<file path="src/rtl/amber128_dmem_arb.sv">
// Two-requester round-robin arbiter in front of a single data-memory port.
// Owns one access at a time and aborts with a trap if the memory stalls too long.
module amber128_dmem_arb #(
  parameter int unsigned XLEN           = 128,
  parameter int unsigned TIMEOUT_CYCLES = 255
) (
  input  logic            clk_i,
  input  logic            rst_ni,
  input  logic            m0_req_i,
  input  logic            m0_we_i,
  input  logic [63:0]     m0_addr_i,
  input  logic [XLEN-1:0] m0_wdata_i,
  output logic            m0_ready_o,
  output logic [XLEN-1:0] m0_rdata_o,
  output logic            m0_trap_o,
  input  logic            m1_req_i,
  input  logic            m1_we_i,
  input  logic [63:0]     m1_addr_i,
  input  logic [XLEN-1:0] m1_wdata_i,
  output logic            m1_ready_o,
  output logic [XLEN-1:0] m1_rdata_o,
  output logic            m1_trap_o,
  output logic            s_req_o,
  output logic            s_we_o,
  output logic [63:0]     s_addr_o,
  output logic [XLEN-1:0] s_wdata_o,
  input  logic [XLEN-1:0] s_rdata_i,
  input  logic            s_ready_i,
  input  logic            s_trap_i,
  output logic            grant_o,
  output logic            busy_o,
  output logic [7:0]      timeout_cnt_o
);

  localparam int unsigned CNT_W = (TIMEOUT_CYCLES < 2) ? 1 : $clog2(TIMEOUT_CYCLES + 1);

  typedef enum logic {IDLE, BUSY} state_t;

  state_t            state_q, state_d;
  logic              last_q, grant_q;
  logic              we_q;
  logic [63:0]       addr_q;
  logic [XLEN-1:0]   wdata_q;
  logic [CNT_W-1:0]  busy_cnt_q;
  logic [7:0]        timeout_cnt_q;

  logic any_req, winner, grant_now, busy, timeout_hit, done;

  always_comb begin
    any_req   = m0_req_i | m1_req_i;
    // Contention goes to the port that did not win last; otherwise the lone requester wins.
    winner    = (m0_req_i & m1_req_i) ? ~last_q : m1_req_i;
    busy      = (state_q == BUSY);
    grant_now = (state_q == IDLE) & any_req;
    // A memory response in the timeout cycle takes precedence over the abort.
    timeout_hit = busy & (TIMEOUT_CYCLES != 0) & (busy_cnt_q == CNT_W'(TIMEOUT_CYCLES)) & ~s_ready_i;
    done      = busy & (s_ready_i | timeout_hit);
  end

  always_comb begin
    state_d = state_q;
    case (state_q)
      IDLE:    if (any_req) state_d = BUSY;
      BUSY:    if (done)    state_d = IDLE;
      default: state_d = IDLE;
    endcase
  end

  always_ff @(posedge clk_i or negedge rst_ni) begin
    if (!rst_ni) begin
      state_q       <= IDLE;
      last_q        <= 1'b1;
      grant_q       <= 1'b0;
      busy_cnt_q    <= '0;
      timeout_cnt_q <= 8'd0;
    end else begin
      state_q <= state_d;
      if (grant_now) begin
        last_q     <= winner;
        grant_q    <= winner;
        busy_cnt_q <= '0;
      end else if (busy) begin
        busy_cnt_q <= busy_cnt_q + CNT_W'(1);
      end
      if (timeout_hit && timeout_cnt_q != 8'hFF)
        timeout_cnt_q <= timeout_cnt_q + 8'd1;
    end
  end

  // Command capture needs no reset: every use is gated by BUSY.
  always_ff @(posedge clk_i) begin
    if (grant_now) begin
      we_q    <= winner ? m1_we_i    : m0_we_i;
      addr_q  <= winner ? m1_addr_i  : m0_addr_i;
      wdata_q <= winner ? m1_wdata_i : m0_wdata_i;
    end
  end

  always_comb begin
    busy_o        = busy;
    grant_o       = grant_q;
    timeout_cnt_o = timeout_cnt_q;
    s_req_o       = busy;
    s_we_o        = busy & we_q;
    s_addr_o      = busy ? addr_q  : '0;
    s_wdata_o     = busy ? wdata_q : '0;
    m0_ready_o    = done & ~grant_q;
    m1_ready_o    = done &  grant_q;
    m0_trap_o     = m0_ready_o & (s_ready_i ? s_trap_i : 1'b1);
    m1_trap_o     = m1_ready_o & (s_ready_i ? s_trap_i : 1'b1);
    m0_rdata_o    = (m0_ready_o & s_ready_i) ? s_rdata_i : '0;
    m1_rdata_o    = (m1_ready_o & s_ready_i) ? s_rdata_i : '0;
  end

endmodule

</file>
<file path="config.mk">
export PLATFORM = sky130hd
export DESIGN_NAME = amber128_dmem_arb
export DESIGN_NICKNAME = d
export VERILOG_FILES = /design/src/rtl/amber128_dmem_arb.sv
export SDC_FILE = /design/constraint.sdc
export NUM_CORES = 1
export LEC_CHECK = 0
export CAP_MARGIN = 5
export CORE_AREA = 5 5 379 381
export DETAILED_ROUTE_END_ITERATION = 7
export DIE_AREA = 0 0 384 386
export HOLD_SLACK_MARGIN = 0.03
export SYNTH_ARGS = -nofsm -noshare
export SYNTH_HDL_FRONTEND = slang
export SYNTH_SLANG_ARGS = --single-unit
export TNS_END_PERCENT = 20
</file>
<file path="constraint.sdc">
create_clock -name clk_i -period 8.5 [get_ports clk_i]
set_input_delay 1.7 -clock clk_i [delete_from_list [all_inputs] [get_ports clk_i]]
set_output_delay 1.7 -clock clk_i [all_outputs]
set_load 0.01 [all_outputs]
</file>
==> flow_summary.yaml <==
synthesis:
  synth_area_um2: 12100
  synth.yosys.warnings: 0
  synth-seq-cells: 212
  syn_area_per_cell_um2: 8.58
  synth_simple_gate_area_share_pct: 43.3
  synth_compound_gate_area_share_pct: 0.715
  synth_xor_area_share_pct: 0.508
  adder_cell_fraction_of_synth_area_pct: 0.207
  yosys.cell_types.count: 34
  synthesis.nets: 1929
  syn-instance-count: 1407
  synth_seq_area_share_pct: 51.9
  synth.area.mux_share_pct: 0.218
  synth_top_family_by_area: "simple AND/OR/NAND/NOR gates"
global_routing:
  grt_antenna_before_repair: 62
  grt_remaining_overflow: 0
  grt_pass1_vias: 13000
  global_route.usage.total_pct: 12.5
  global_route_wire_length_before_repair_um: 125000
  maximum_number_of_pins_on_one_net_before_global_route_repair: 150
clocking:
  numCtsBuffers: 28
  htree_num_levels: 1
  path_clk_slew_ns: 0.06
  cts_setup_buffers: 0
  clock_root_buffer: "sky130_fd_sc_hd__clkbuf_16"
  clockBufferDepth: 3
  cts_sinks: 212
  clkLatencyLatePin_ns: 0.58
  tritoncts: "done"
  cts-resized-gates: 0
  post_cts_hold_buffer_count: 0
routing:
  wl_met1_um: 40000
  antenna_left: 0
  drtPass1Iterations: 4
  met2_wirelength_um: 50100
  number_of_design_rule_violations_left_by_the_first_detailed_router_iteration: 692
  drc: 0
  wirelength_um: 98900
  top_layer: "met5"
  vias: 13300
  routed-wl-met3_um: 7150
  routed_via_density: 3.13
  routedWlPerCell_um: 23.2
timing:
  hold-worst-slack_ns: 0.499
  slew_headroom_pct: 20.4
  timing.final.setup_violations: 0
  share_of_the_clock_period_used_by_the_worst_path_after_layout_pct: 74.8
  slew_viol_final: 0
  tightest_slew_ns: 1.19
  fin_crit_ns: 6.35
  max_freq_mhz: 157
  tns_ns: 0
  clock_skew_ns: 0.0162
  rsz_0062_raised_after_global_routing: "false"
  hold_violations: 0
place:
  total_placed_instance_area_um2: 24000
  dp.final_hpwl_um: 87200
  buffer_ports.inserted: 983
  gp_congestion: 0.875
  cell_total_after_placement: 4192
floorplanning:
  die_outline_height_um: 386
  die_width_um: 384
  core_region_area_um2: 140000
  floorplan.die_area_um2: 148000
  top_level_ports: 984
  initial_utilization_pct: 8.61
  core.rowCount: 138
final_layout:
  flow.area_growth_from_synthesis_pct: 107
  fin_nets: 2854
  final_area_um2: 25000
  final_cells: 4260
  final_util_pct: 17.9
  drive_gt1_share_pct: 2.59
critical_path:
  worst_r2r_path_depth: 5
  critical_path_class: "in -> out"
  critical_path_arrival_ns: 4.65
  cp_max_fo: 73
  crit_path_end_kind: "output port"
  critical_path.startpoint_type: "input port"
  crit_required_ns: 6.80
flow_run:
  max_cap_violations: 0
run_status:
  run_status: "finished, final reports clean"
power:
  peakVddDrop_mv: 0.162
  power_density_nw_per_um2: 161
  power.leakage_uw: 0.00940
hold_path:
  count_of_cells_along_the_worst_hold_path: 1
  worst_hold_path_type: "reg -> reg"
[placed cells by master, fill, tap and decap left out, types with 5 or more instances in the layout]
master / count
sky130_fd_sc_hd__clkdlybuf4s50_1: 983
sky130_fd_sc_hd__nand2_1: 590
sky130_fd_sc_hd__and2_1: 450
sky130_fd_sc_hd__edfxtp_1: 193
sky130_fd_sc_hd__clkbuf_16: 29
sky130_fd_sc_hd__diode_2: 18
sky130_fd_sc_hd__dfrtp_1: 17
sky130_fd_sc_hd__o21ai_0: 7
sky130_fd_sc_hd__nand3_1: 6
sky130_fd_sc_hd__xor2_1: 5
sky130_fd_sc_hd__bufinv_16: 5
[power by group]
part	internal (µW)	total (µW)	switching [µW]
combinational	683	1420	740
sequential	1290	1330	44.2
clock	772	1270	499
[cell families after synthesis]
| logic type | after synthesis |
|---|---|
| simple gates | 1072 |
| flops | 212 |
| compound gates | 15 |
| buf+inv | 97 |
| mux | 2 |
| xor+xnor | 7 |
| fa+ha+maj | 2 |
[registers in the layout (all words and copies together), names as in the netlist]
signal,cells
wdata_q,128
addr_q,64
busy_cnt_q,8
timeout_cnt_o,8
busy_o,1
grant_o,1
last_q,1
we_q,1
[layer usage]
metal	up-vias	global-route usage, %
met3	105	2.99
li1	6303	-
met2	645	22.7
met1	6260	15.3
met4	18	1.80
met5	-	0
[critical path: stages]
cell and delay, ns:
sky130_fd_sc_hd__clkdlybuf4s50_1 0.53, sky130_fd_sc_hd__nand2_1 0.13, sky130_fd_sc_hd__nor2_4 0.93, sky130_fd_sc_hd__buf_4 0.54, sky130_fd_sc_hd__and2_1 0.21, sky130_fd_sc_hd__clkdlybuf4s50_1 0.54
[worst paths after layout]
check / startpoint / endpoint / slack, ns
setup / recovery: s_ready_i / m0_rdata_o[97] / 2.15
hold / removal: busy_cnt_q[7] / busy_cnt_q[7] / 0.50
setup reg to reg: busy_o / wdata_q[29] / 4.65
hold reg to reg: busy_cnt_q[7] / busy_cnt_q[7] / 0.50
max in group asynchronous: rst_ni / last_q / 6.69
min in group asynchronous: rst_ni / grant_o / 1.50
[Yosys cell counts]
| cell type | number | share of area, % |
|---|---|---|
| sky130_fd_sc_hd__nor3_1 | 2 | 0.083 |
| sky130_fd_sc_hd__nor4_1 | 2 | 0.10 |
| sky130_fd_sc_hd__or3_1 | 2 | 0.10 |
| sky130_fd_sc_hd__ha_1 | 2 | 0.21 |
| sky130_fd_sc_hd__nor2b_1 | 4 | 0.21 |
| sky130_fd_sc_hd__a21oi_1 | 2 | 0.083 |
| sky130_fd_sc_hd__nand2b_1 | 1 | 0.052 |
| sky130_fd_sc_hd__nor2_1 | 3 | 0.093 |
| sky130_fd_sc_hd__o31ai_1 | 2 | 0.12 |
| sky130_fd_sc_hd__and2_1 | 451 | 23 |
| sky130_fd_sc_hd__or2_4 | 1 | 0.073 |
| sky130_fd_sc_hd__nand2_1 | 591 | 18 |
| sky130_fd_sc_hd__nand4_2 | 1 | 0.10 |
| sky130_fd_sc_hd__xor2_1 | 5 | 0.36 |
| sky130_fd_sc_hd__mux2_4 | 1 | 0.12 |
| sky130_fd_sc_hd__buf_6 | 1 | 0.093 |
| sky130_fd_sc_hd__nor3b_1 | 1 | 0.062 |
| sky130_fd_sc_hd__nand3_1 | 6 | 0.25 |
| sky130_fd_sc_hd__buf_4 | 1 | 0.062 |
| sky130_fd_sc_hd__dfrtp_1 | 18 | 3.7 |
| sky130_fd_sc_hd__a31oi_1 | 1 | 0.052 |
| sky130_fd_sc_hd__o21ai_0 | 7 | 0.29 |
| sky130_fd_sc_hd__inv_1 | 2 | 0.062 |
| sky130_fd_sc_hd__edfxtp_1 | 193 | 48 |
| sky130_fd_sc_hd__dfstp_2 | 1 | 0.22 |
| sky130_fd_sc_hd__xnor2_1 | 2 | 0.15 |
| sky130_fd_sc_hd__nor4b_2 | 1 | 0.12 |
| sky130_fd_sc_hd__o211ai_1 | 2 | 0.12 |
| sky130_fd_sc_hd__and3_1 | 2 | 0.10 |
| sky130_fd_sc_hd__clkbuf_1 | 89 | 2.8 |
| sky130_fd_sc_hd__o21ai_1 | 1 | 0.041 |
| sky130_fd_sc_hd__nand4_1 | 4 | 0.21 |
| sky130_fd_sc_hd__buf_1 | 4 | 0.12 |
| sky130_fd_sc_hd__mux2_1 | 1 | 0.093 |
[area by class of cell]
cell class	instances	area, µm²
flip-flops and latches	212	6280
clock inverters	18	228
multi-input cells	1098	5450
well taps	1890	2360
fillers	15700	115000
repair buffers	990	9930
inverters	2	15.0
clock buffers	32	737
diodes	18	45.0
[through the flow]
stage | worst slack [ns] | power [µW]
final | 2.15 | 4030
after global routing | 1.90 | 4230
after global placement | 2.19 | 2810
after detailed placement | 2.13 | 2810
after CTS | 2.13 | 4130
after floorplan | 2.35 | 1840
Note: power is estimated with default switching activity, not from simulation.
